--- src/rtl/scroll_engine.sv ---
// Vertical scroll / score / difficulty engine for the crossy-road playfield.
// Optional build macro SCROLL_BCD_EN adds a packed two-digit BCD copy of the score.
module scroll_engine #(
    parameter int Y_W           = 10,
    parameter int SCREEN_HEIGHT = 480,
    parameter int TICK_CYCLES   = 100000,
    parameter int STEP          = 2,
    parameter int SCORE_TICKS   = 10,
    parameter int SCORE_W       = 7,
    parameter int SCORE_MAX     = 99,
    parameter int LEVEL_SCORE   = 10,
    parameter int NUM_LEVELS    = 4,
    localparam int LVL_W        = (NUM_LEVELS > 1) ? $clog2(NUM_LEVELS) : 1
) (
    input  logic               clk,
    input  logic               reset_n,
    input  logic               move_btn,
    input  logic               restart,
    output logic [Y_W-1:0]     y_pos,
    output logic [SCORE_W-1:0] score,
    output logic [LVL_W-1:0]   level,
    output logic               move_followers,
    output logic               wrap,
`ifdef SCROLL_BCD_EN
    output logic [7:0]         score_bcd,
`endif
    output logic               done
);

    localparam int TC_W = (TICK_CYCLES > 1) ? $clog2(TICK_CYCLES) : 1;
    localparam int ST_W = (SCORE_TICKS > 1) ? $clog2(SCORE_TICKS) : 1;
    localparam int LS_W = (LEVEL_SCORE > 1) ? $clog2(LEVEL_SCORE) : 1;

    typedef enum logic [1:0] {
        ST_IDLE = 2'd0,
        ST_RUN  = 2'd1,
        ST_DONE = 2'd2
    } state_t;

    state_t             state_r;
    logic [TC_W-1:0]    tick_cnt_r;
    logic [ST_W-1:0]    score_tick_r;
    logic [LS_W-1:0]    lvl_cnt_r;
    logic [Y_W-1:0]     y_r;
    logic [SCORE_W-1:0] score_r;
    logic [LVL_W-1:0]   level_r;
    logic               mf_r;
    logic               wrap_r;
    logic               done_r;
`ifdef SCROLL_BCD_EN
    logic [7:0]         bcd_r;
`endif

    logic               freeze_s;
    logic               count_s;
    logic               tick_s;
    logic [Y_W:0]       step_s;
    logic [Y_W:0]       sum_s;
    logic               wrap_s;
    logic [Y_W:0]       y_next_s;
    logic               inc_score_s;
    logic               level_up_s;

    // Tick detection, next scroll offset (one extra bit so SCREEN_HEIGHT = 2^Y_W cannot overflow) and score/level events.
    always_comb begin
        freeze_s    = 1'b0;
        count_s     = 1'b0;
        tick_s      = 1'b0;
        step_s      = {(Y_W+1){1'b0}};
        sum_s       = {(Y_W+1){1'b0}};
        wrap_s      = 1'b0;
        y_next_s    = {(Y_W+1){1'b0}};
        inc_score_s = 1'b0;
        level_up_s  = 1'b0;

        // Saturated score freezes everything one cycle before DONE is visible.
        freeze_s = (state_r == ST_DONE) || (score_r == SCORE_W'(SCORE_MAX));
        count_s  = move_btn && !freeze_s;
        tick_s   = count_s && (tick_cnt_r == TC_W'(TICK_CYCLES - 1));
        step_s   = (Y_W+1)'(STEP) + (Y_W+1)'(level_r);
        sum_s    = {1'b0, y_r} + step_s;
        wrap_s   = (sum_s >= (Y_W+1)'(SCREEN_HEIGHT));
        if (wrap_s) begin
            y_next_s = sum_s - (Y_W+1)'(SCREEN_HEIGHT);
        end else begin
            y_next_s = sum_s;
        end
        inc_score_s = tick_s && (score_tick_r == ST_W'(SCORE_TICKS - 1))
                      && (score_r < SCORE_W'(SCORE_MAX));
        level_up_s  = inc_score_s && (lvl_cnt_r == LS_W'(LEVEL_SCORE - 1));
    end

    // Run-state FSM plus all counters and registered outputs; restart clears exactly like reset.
    always_ff @(posedge clk or negedge reset_n) begin
        if (!reset_n) begin
            state_r      <= ST_IDLE;
            tick_cnt_r   <= {TC_W{1'b0}};
            score_tick_r <= {ST_W{1'b0}};
            lvl_cnt_r    <= {LS_W{1'b0}};
            y_r          <= {Y_W{1'b0}};
            score_r      <= {SCORE_W{1'b0}};
            level_r      <= {LVL_W{1'b0}};
            mf_r         <= 1'b0;
            wrap_r       <= 1'b0;
            done_r       <= 1'b0;
`ifdef SCROLL_BCD_EN
            bcd_r        <= 8'h00;
`endif
        end else if (restart) begin
            state_r      <= ST_IDLE;
            tick_cnt_r   <= {TC_W{1'b0}};
            score_tick_r <= {ST_W{1'b0}};
            lvl_cnt_r    <= {LS_W{1'b0}};
            y_r          <= {Y_W{1'b0}};
            score_r      <= {SCORE_W{1'b0}};
            level_r      <= {LVL_W{1'b0}};
            mf_r         <= 1'b0;
            wrap_r       <= 1'b0;
            done_r       <= 1'b0;
`ifdef SCROLL_BCD_EN
            bcd_r        <= 8'h00;
`endif
        end else begin
            case (state_r)
                ST_IDLE, ST_RUN: begin
                    if (freeze_s) begin
                        state_r <= ST_DONE;
                    end else if (move_btn) begin
                        state_r <= ST_RUN;
                    end else begin
                        state_r <= ST_IDLE;
                    end
                end
                ST_DONE: state_r <= ST_DONE;
                default: state_r <= ST_IDLE;
            endcase

            done_r <= freeze_s;
            mf_r   <= tick_s;
            wrap_r <= tick_s && wrap_s;

            if (tick_s) begin
                tick_cnt_r <= {TC_W{1'b0}};
            end else if (count_s) begin
                tick_cnt_r <= tick_cnt_r + TC_W'(1);
            end else begin
                tick_cnt_r <= tick_cnt_r;
            end

            if (tick_s) begin
                y_r <= y_next_s[Y_W-1:0];
                if (score_tick_r == ST_W'(SCORE_TICKS - 1)) begin
                    score_tick_r <= {ST_W{1'b0}};
                end else begin
                    score_tick_r <= score_tick_r + ST_W'(1);
                end
            end else begin
                y_r          <= y_r;
                score_tick_r <= score_tick_r;
            end

            if (inc_score_s) begin
                score_r <= score_r + SCORE_W'(1);
                if (level_up_s) begin
                    lvl_cnt_r <= {LS_W{1'b0}};
                end else begin
                    lvl_cnt_r <= lvl_cnt_r + LS_W'(1);
                end
`ifdef SCROLL_BCD_EN
                if (bcd_r[3:0] == 4'd9) begin
                    bcd_r <= {bcd_r[7:4] + 4'd1, 4'd0};
                end else begin
                    bcd_r <= {bcd_r[7:4], bcd_r[3:0] + 4'd1};
                end
`endif
            end else begin
                score_r   <= score_r;
                lvl_cnt_r <= lvl_cnt_r;
            end

            if (level_up_s && (level_r != LVL_W'(NUM_LEVELS - 1))) begin
                level_r <= level_r + LVL_W'(1);
            end else begin
                level_r <= level_r;
            end
        end
    end

    assign y_pos          = y_r;
    assign score          = score_r;
    assign level          = level_r;
    assign move_followers = mf_r;
    assign wrap           = wrap_r;
    assign done           = done_r;
`ifdef SCROLL_BCD_EN
    assign score_bcd      = bcd_r;
`endif

endmodule

--- config.mk ---
export PLATFORM = sky130hd
export DESIGN_NAME = scroll_engine
export DESIGN_NICKNAME = d
export VERILOG_FILES = /design/src/rtl/scroll_engine.sv
export SDC_FILE = /design/constraint.sdc
export NUM_CORES = 1
export LEC_CHECK = 0
export CAP_MARGIN = 20
export CORE_AREA = 2 2 112 114
export CTS_BUF_LIST = sky130_fd_sc_hd__clkbuf_8 sky130_fd_sc_hd__clkbuf_16
export DETAILED_ROUTE_END_ITERATION = 16
export DIE_AREA = 0 0 114 116
export GPL_ROUTABILITY_DRIVEN = 0
export PLACE_DENSITY_LB_ADDON = 0.3
export SYNTH_ARGS = -nofsm -noshare
export SYNTH_HDL_FRONTEND = slang
export SYNTH_SLANG_ARGS = --single-unit
--- constraint.sdc ---
create_clock -name clk -period 3.7 [get_ports clk]
set_clock_uncertainty 0.15 [all_clocks]
set_input_delay 0.74 -clock clk [delete_from_list [all_inputs] [get_ports clk]]
set_output_delay 0.74 -clock clk [all_outputs]
set_load 0.005 [all_outputs]
======== Word level (Yosys, flattened, before mapping) ========
Cells that the tools add are included.
storage, ports and cells
  output and inout bits ................... 22
  register bits after elaboration ......... 49
cells by class
  reductions and logical operators ........ 15
  mux-type cells .......................... 23
  $add $sub $neg .......................... 8
  equal/unequal tests ..................... 7
  $lt $le $gt $ge ......................... 2
operator list
  kind                                                                                  number
  17-bit two-way mux                                                                    3
  10-bit two-way mux                                                                    3
  4-bit two-way mux                                                                     6
  17-bit by 1-bit adder with 17-bit output, second input constant                       1
  17-bit equality test, second input constant                                           1
  7-bit two-way mux                                                                     2
  10-bit by 3-bit adder with 11-bit output                                              1
  11-bit by 9-bit greater-or-equal comparator with 1-bit output, second input constant  1
  10-bit by 9-bit subtractor with 10-bit output, second input constant                  1
  4-bit by 1-bit adder with 4-bit output, second input constant                         2
  4-bit equality test, second input constant                                            2
  2-bit two-way mux                                                                     4
  7-bit by 1-bit adder with 7-bit output, second input constant                         1
  7-bit equality test, second input constant                                            1
  1-bit logical AND                                                                     7
  7-bit < comparator, second input constant                                             1
  2-bit nonzero test                                                                    3
  1-bit two-way mux                                                                     4
  2-bit case mux with 2 select lines                                                    1
  2-bit by 2-bit adder with 3-bit output, first input constant                          1
  3-bit nonzero test                                                                    1
  2-bit by 1-bit adder with 2-bit output, second input constant                         1
  2-bit by 1-bit equality test with 1-bit output, second input constant                 1
  2-bit equality test, second input constant                                            1
  5 further kinds                                                                       5

======== Logic depth before layout (Yosys ltp) ========
Gate-level depths: netlist of run 1.
  word-level depth ........................ 11
  depth in mapped cells ................... 12

======== Least setup slack after synthesis of run 1 ========
OpenSTA, ideal clock, no wires.
  kind .................................... reg-to-reg
  from .................................... register level_r[1] (netlist: level[1])
  to ...................................... register y_r[6] (netlist: y_pos[6])
  library setup time ...................... 0.125 ns
  clock period less this slack ............ 2.938 ns
  data arrival time ....................... 2.663 ns
  path buffers ............................ 0
  slack ................................... 0.762 ns
  cell stages (with the launch flop) ...... 13
  path through ............................ dfrtp_1 inv_1 ha_1 inv_1 ha_1 inv_1 fa_1 nand3b_1 xnor2_1 o211ai_1 o21ai_0 mux2i_1 mux2_2
on the way
  word-level cells in the longest chain between the ends .. 6
  elaborated cells on any way between the ends .. 7
  classes of those cells .................. add/sub (3); order compare (1); mux (3)
ends and longest elaborated chain
  element                                                                                                                         line    source
  start: declaration                                                                                                              46      logic [LVL_W-1:0] level_r;
  start signal: assignment                                                                                                        102     level_r <= {LVL_W{1'b0}};
  start signal: assignment                                                                                                        116     level_r <= {LVL_W{1'b0}};
  start signal: assignment                                                                                                        182     level_r <= level_r + LVL_W'(1);
  2-bit by 2-bit adder with 3-bit output (*)                                                                                      80      step_s = (Y_W+1)'(STEP) + (Y_W+1)'(level_r);
  10-bit by 3-bit adder with 11-bit output (*)                                                                                    81      sum_s = {1'b0, y_r} + step_s;
  10-bit by 9-bit subtractor with 10-bit output or 11-bit by 9-bit greater-or-equal comparator with 1-bit output (tied branches)  84, 82
  10-bit two-way mux (*)                                                                                                          83      if (wrap_s) begin
  10-bit two-way mux (*)                                                                                                          150     if (tick_s) begin
  10-bit two-way mux (*)                                                                                                          109     end else if (restart) begin
  end signal: assignment                                                                                                          114     y_r <= {Y_W{1'b0}};
  end signal: assignment                                                                                                          151     y_r <= y_next_s[Y_W-1:0];
  end signal: assignment                                                                                                          158     y_r <= y_r;
  end: declaration                                                                                                                44      logic [Y_W-1:0] y_r;
Every way passes the cells marked *; elsewhere a longest branch is shown, timed or not. The select of a mux whose other input is x is not followed.
A chain may end at the register's enable or synchronous reset.

======== Worst setup path after layout of run 1 ========
Ends and elaborated chain as after synthesis.

==> run_results.csv, run 1 <==
group,metric,value,unit
synthesis,synthAdderAreaFrac,0.05906,
routing,drc_errors,0,
place,dpl_cell_area,3254,µm²
place,dpl_worst_slack,0.5482,ns
grt,grt_max_degree,29,
min_path,min_to,"state_r[1]",
synthesis,synth_xor_area_frac,0.07713,
grt,grt_pass1_wl,10740,µm
pwr,p_int,0.0007999,W
routing,vias_per_cell,4.657,
synthesis,syn_area,2839,µm²
layout,multiInputGateArea,1524,µm²
pwr,comb_power_share,0.036,
synthesis,yosys_warnings,0,
floorplan,die-width,114,µm
worst_setup_path,cp_max_fo,5,
layout,fin_nets,343,
timing,setup_ws,0.5238,ns
pwr,p_per_area,305.8,nW/µm²
pwr,total_power,0.001040,W
routing,drt_pass1_iterations,4,
layout,num-fill-cells,1259,
synthesis,ys_types,57,
place,numPortBuffers,25,
timing,hold-worst-slack,0.2960,ns
worst_setup_path,cp.arrival,3.20,ns
synthesis,synth_top_family_by_area,"simple AND/OR/NAND/NOR gates",
synthesis,synth_top_area_cell,"dfrtp_1",
min_path,min-delay-start,"state_r[0]",
synthesis,yosysTopAreaCellShare,0.4319,
synthesis,muxShareOfSynthArea,0.03261,
layout,area_delta_synth_final,19.79,%
routing,vias,2212,
timing,finalSetupViolCount,0,
timing,min_period,3.176,ns
pwr,switchingPower,0.0002402,W
layout,fin_area,3401,µm²
timing,fmax,314.8,MHz
clock_network,cts_root_buf,"clkbuf_16",
worst_setup_path,crit_path_start_kind,"flip-flop",
clock_network,cts_hold_buf,0,
layout,n_antenna_cell,0,
pwr,switching_share,0.2309,
floorplan,die_area,13220,µm²
clock_network,clock-sinks,49,
min_path,hold_path_depth,1,
worst_setup_path,worstSetupPathType,"reg2reg",
worst_setup_path,r2r-start,"level[1]",
synthesis,yosys_register_bits,49,
routing,wl,6196,µm
synthesis,ys_async_sr_fraction,1.000,
floorplan,core_area,11910,µm²
layout,drive_gt1_frac,0.1006,
routing,detail_route.wl_per_cell,13.04,µm
grt,grt_util_all_layers,0.1003,
timing,maxSlewViolCount,0,
synthesis,avgSynthCellArea,9.401,µm²
routing,drtIter0Drc,121,
layout,regArea,1226,µm²
clock_network,htreeDepth,2,
synthesis,syn-num-nets,318,
pwr,cellLeakagePower,1.410,nW
timing,relSlewSlack,0.5748,
job,drv_cap,0,
pwr,ir_drop,0.0001560,V
synthesis,synth_seq_area_share,0.4319,
timing,finalCritPeriodShare,0.8584,
timing,hold_viol,0,
clock_network,clock_latency,0.29,ns
synthesis,synth_compound_area_frac,0.08991,
floorplan,ios,26,
worst_setup_path,r2r_cells,12,
worst_setup_path,reg2reg_to,"y_pos[6]",
timing,rsz0062_at_grt,"false",
worst_setup_path,r2r_slack,0.52,ns
outcome,status,"finished, final reports clean",
clock_network,ctsResizeCount,0,
grt,antenna_found_initial,0,
worst_setup_path,cp-end-kind,"flip-flop",
clock_network,clkTransAtPathRegs,0.07,ns
clock_network,post-cts-setup-buffers,0,
timing,finalSetupTns,0,ns
clock_network,cts_tree,"yes",
min_path,hold_path_class,"reg2reg",
grt,grt_overflow,0,
floorplan,initial_core_util,0.2383,
floorplan,rows,40,
pwr,clkPwrFrac,0.445,
grt,grt_pass1_vias,2115,
timing,worstMarginPinSlew,0.6378,ns
synthesis,synth-edff-count,0,
synthesis,netlist_instances,302,
clock_network,cts_buffers,5,
worst_setup_path,critPathRequiredTime,3.73,ns
pwr,seq_power_share,0.519,
synthesis,synthTopCellsByArea,"dfrtp_1 43%, nor2_1 6.3%, ha_1 4.8%",
routing,ant_nets,0,
synthesis,synth_simple_gate_area_share,0.2781,
clock_network,clock_path_buffers,2,
floorplan,die_h,116,µm
synthesis,synth_flop_cell,"dfrtp_1",
place,dp_hpwl,4405,µm
-- power groups by stage --
stage | sequential (W) | combinational (W) | clock [W]
final | 0.000540 | 0.0000375 | 0.000462
after global routing | 0.000541 | 0.0000433 | 0.000503
after CTS | 0.000540 | 0.0000395 | 0.000476
after detailed placement | 0.000551 | 0.0000393 | 0
after global placement | 0.000551 | 0.0000389 | 0
after floorplan | 0.000550 | 0.0000163 | 0
-- cell usage after synthesis (all sizes together), types with 8 or more instances --
cell,number
dfrtp,49
a21oi,16
nand3,9
o21ai,10
xnor2,11
ha,11
clkbuf,9
xor2,14
nand2,28
nor3,8
nor2,48
nand4,10
inv,12
-- per-layer routing --
layer / share of wire / GRT usage / wire, µm
met5: 0 / 0 / 0
met3: 0.026 / 0.02249 / 161
met4: 0.0050 / 0.02683 / 31
met2: 0.45 / 0.1540 / 2809
met1: 0.52 / 0.1427 / 3194
-- flip-flops by register name (all words and copies together) (netlist names) --
signal / cells
score_tick_r: 4
y_pos: 10
level: 2
done: 1
wrap: 1
move_followers: 1
tick_cnt_r: 17
lvl_cnt_r: 4
state_r: 2
score: 7
-- layout make-up --
class | count | area share
inverters | 12 | 0.01325
well taps | 147 | 0.05408
clock buffers | 5 | 0.03679
multi-input cells | 230 | 0.4481
clock inverters | 3 | 0.006255
repair buffers | 29 | 0.08094
flip-flops and latches | 49 | 0.3606
-- worst max-delay path, cell delays in order, from the launching register on --
cell,delay (ns)
dfrtp_1,0.40
inv_1,0.06
ha_1,0.26
inv_1,0.06
ha_1,0.15
inv_1,0.05
fa_1,0.43
nand3b_1,0.31
xnor2_1,0.30
o211ai_1,0.18
o21ai_0,0.13
mux2i_1,0.23
mux2_2,0.35
-- worst max path at each step --
stage	from	end	slack, ns
after floorplan	level[1]	y_pos[6]	0.76
after global placement	level[1]	y_pos[6]	0.61
after detailed placement	level[1]	y_pos[6]	0.55
after CTS	level[1]	y_pos[6]	0.53
after global routing	level[1]	y_pos[6]	0.25
final	level[1]	y_pos[6]	0.52
-- metrics by stage --
step,util,instances
global placement,0.2732,467
global route,0.2855,475
finish,0.2855,475
CTS,0.2855,475
floorplan,-,302
detailed placement,0.2732,467
-- layout by cell type (no fill, tap or decap), types with 7 or more instances in the layout --
| master | netlist | routed |
|---|---|---|
| nand4_1 | 9 | 9 |
| ha_1 | 11 | 11 |
| dfrtp_1 | 49 | 49 |
| inv_1 | 12 | 12 |
| clkdlybuf4s50_1 | 0 | 24 |
| xor2_1 | 14 | 14 |
| a21oi_1 | 15 | 15 |
| nand2_1 | 27 | 27 |
| nor3_1 | 7 | 7 |
| mux2i_1 | 7 | 7 |
| xnor2_1 | 11 | 11 |
| nand3_1 | 9 | 9 |
| o21ai_0 | 9 | 9 |
| nor2_1 | 48 | 48 |
-- logic make-up (layout without fill, tap and decap cells) --
family / Yosys count / count (layout)
buffers and inverters: 23 / 49
AO/OA/AOI/OAI: 40 / 40
multiplexers: 9 / 9
AND/OR/NAND/NOR: 143 / 143
adder cells (fa/ha/maj): 13 / 13
XOR/XNOR: 25 / 25
flip-flops: 49 / 49
(Power assumes the default switching activity.)
==> run 2: changes to the inputs <==
--- a/config.mk
+++ b/config.mk
@@ -12,6 +12,8 @@
 export DIE_AREA = 0 0 114 116
 export GPL_ROUTABILITY_DRIVEN = 0
 export PLACE_DENSITY_LB_ADDON = 0.3
+export REMOVE_ABC_BUFFERS = 1
+export SKIP_CTS_REPAIR_TIMING = 1
 export SYNTH_ARGS = -nofsm -noshare
 export SYNTH_HDL_FRONTEND = slang
 export SYNTH_SLANG_ARGS = --single-unit
==> run_results.csv, run 2 (same netlist as run 1, synthesis figures left out) <==
group,metric,value,unit
job,drv_cap,0,
routing,drc_errors,0,
layout,final_cell_mix,"49 x dfrtp_1, 48 x nor2_1, 27 x nand2_1",
routing,detail_route.wl_per_cell,13.00,µm
worst_setup_path,crit_path_frequent_cell,"inv_1",
clock_network,clock-sinks,49,
timing,fmax,314.6,MHz
clock_network,htreeDepth,2,
timing,finalSetupViolCount,0,
layout,regMostFlops,"tick_cnt_r",
place,dpl_worst_slack,0.5301,ns
timing,setup_ws,0.5210,ns
layout,area_delta_synth_final,19.44,%
worst_setup_path,crit_chain,"inv_1 > ha_1 > inv_1 > ha_1 > inv_1 > fa_1 > nand3b_1 > xnor2_1 > o211ai_1 > o21ai_0 > mux2i_1 > mux2_2",
floorplan,die-width,114,µm
clock_network,cts_buffers,5,
floorplan,die_h,116,µm
grt,grtUsageMet1,0.1461,
layout,multiInputGateArea,1524,µm²
min_path,min-delay-start,"state_r[0]",
worst_setup_path,cp-startpoint,"level[1]",
pwr,p_per_area,297.6,nW/µm²
grt,antenna_found_initial,0,
timing,finalCritPeriodShare,0.8592,
worst_setup_path,critical-path-top-delay-family,"adder cells",
pwr,comb_power_share,0.037,
clock_network,clock_path_buffers,2,
floorplan,die_area,13220,µm²
pwr,switchingPower,0.0002182,W
layout,drive_gt1_frac,0.09146,
routing,drt_pass1_iterations,4,
grt,grt_pass1_vias,2173,
clock_network,cts_tree,"yes",
timing,maxSlewViolCount,0,
layout,n_antenna_cell,0,
layout,fin_util,0.2847,
routing,vias_per_cell,4.663,
routing,vias,2215,
clock_network,clock_latency,0.28,ns
grt,grt_busiest_layer,"met2",
min_path,hold_path_class,"reg2reg",
grt,grt_pass1_wl,10900,µm
layout,largest_register_ffs,17,
grt,grt_util_met3,0.02197,
timing,min_period,3.179,ns
grt,grt_util_all_layers,0.1019,
timing,hold-worst-slack,0.3105,ns
grt,grt_overflow,0,
clock_network,clkTransAtPathRegs,0.07,ns
pwr,clkPwrFrac,0.428,
timing,rsz0062_at_grt,"false",
layout,num-fill-cells,1245,
pwr,total_power,0.001009,W
pwr,seq_power_share,0.536,
floorplan,core_area,11910,µm²
timing,hold_viol,0,
grt,grtUsageMet2,0.1540,
pwr,cellLeakagePower,1.417,nW
place,numPortBuffers,25,
worst_setup_path,critPathRequiredTime,3.72,ns
worst_setup_path,cp-end-kind,"flip-flop",
grt,grt_max_degree,35,
place,dp_hpwl,4330,µm
worst_setup_path,r2r_slack,0.52,ns
floorplan,ios,26,
worst_setup_path,cp_slowest_cell,"fa_1",
clock_network,cts_root_buf,"clkbuf_16",
timing,worstMarginPinSlew,0.8329,ns
outcome,status,"finished, final reports clean",
pwr,ir_drop,0.0001776,V
worst_setup_path,cp.arrival,3.20,ns
worst_setup_path,crit_path_start_kind,"flip-flop",
layout,fin_nets,343,
routing,wl,6173,µm
floorplan,initial_core_util,0.2383,
floorplan,rows,40,
routing,ant_nets,0,
worst_setup_path,path_buf_inv,3,
worst_setup_path,r2r-start,"level[1]",
layout,final_common_cell,"dfrtp_1",
worst_setup_path,cp_max_fo,5,
timing,finalSetupTns,0,ns
worst_setup_path,cpPeakStageDelay,0.43,ns
routing,drtIter0Drc,140,
pwr,p_int,0.0007910,W
timing,relSlewSlack,0.4447,
worst_setup_path,worstSetupPathType,"reg2reg",
pwr,switching_share,0.2162,
layout,regArea,1226,µm²
[run 2: path summary, 6_finish.rpt]
kind / end / depth (start not counted)
min in group asynchronous: y_pos[0] / 1
max in group asynchronous: tick_cnt_r[5] / 2
max reg2reg: y_pos[6] / 12
min: state_r[1] / 1
max: y_pos[6] / 12
min reg2reg: state_r[1] / 1
[run 2: layout make-up]
type / count / area share
inverters: 12 / 0.01328
multi-input cells: 230 / 0.4494
repair buffers: 29 / 0.08118
clock buffers: 5 / 0.03690
clock inverters: 3 / 0.003321
well taps: 147 / 0.05424
flip-flops and latches: 49 / 0.3616
[run 2: through the flow]
step / instance area, µm² / std cells
6_report: 3391 / 475
5_1_grt: 3391 / 475
4_1_cts: 3391 / 475
3_5_place_dp: 3254 / 467
3_3_place_gp: 3254 / 467
2_1_floorplan: 2795 / 291
[run 2: worst register-to-register path: cells and delay by family, from the launching register on]
kind | cells | cell delay (ns)
flops | 1 | 0.39
xor+xnor | 1 | 0.31
mux | 2 | 0.56
buf+inv | 3 | 0.17
fa+ha+maj | 3 | 0.86
compound gates | 2 | 0.32
simple gates | 1 | 0.31
[run 2: power by group through the flow]
stage / combinational [W] / clock (W) / sequential, W
3_3_place_gp: 0.0000385 / 0 / 0.000551
2_1_floorplan: 0.0000106 / 0 / 0.000550
4_1_cts: 0.0000388 / 0.000450 / 0.000540
3_5_place_dp: 0.0000385 / 0 / 0.000551
5_1_grt: 0.0000433 / 0.000470 / 0.000541
6_report: 0.0000370 / 0.000432 / 0.000541
[run 2: metal layers]
metal / vias to the layer above / wire [µm]
li1: 1102 / -
met1: 1068 / 3180
met2: 39 / 2688
met3: 6 / 231
met4: 0 / 73
met5: - / 0
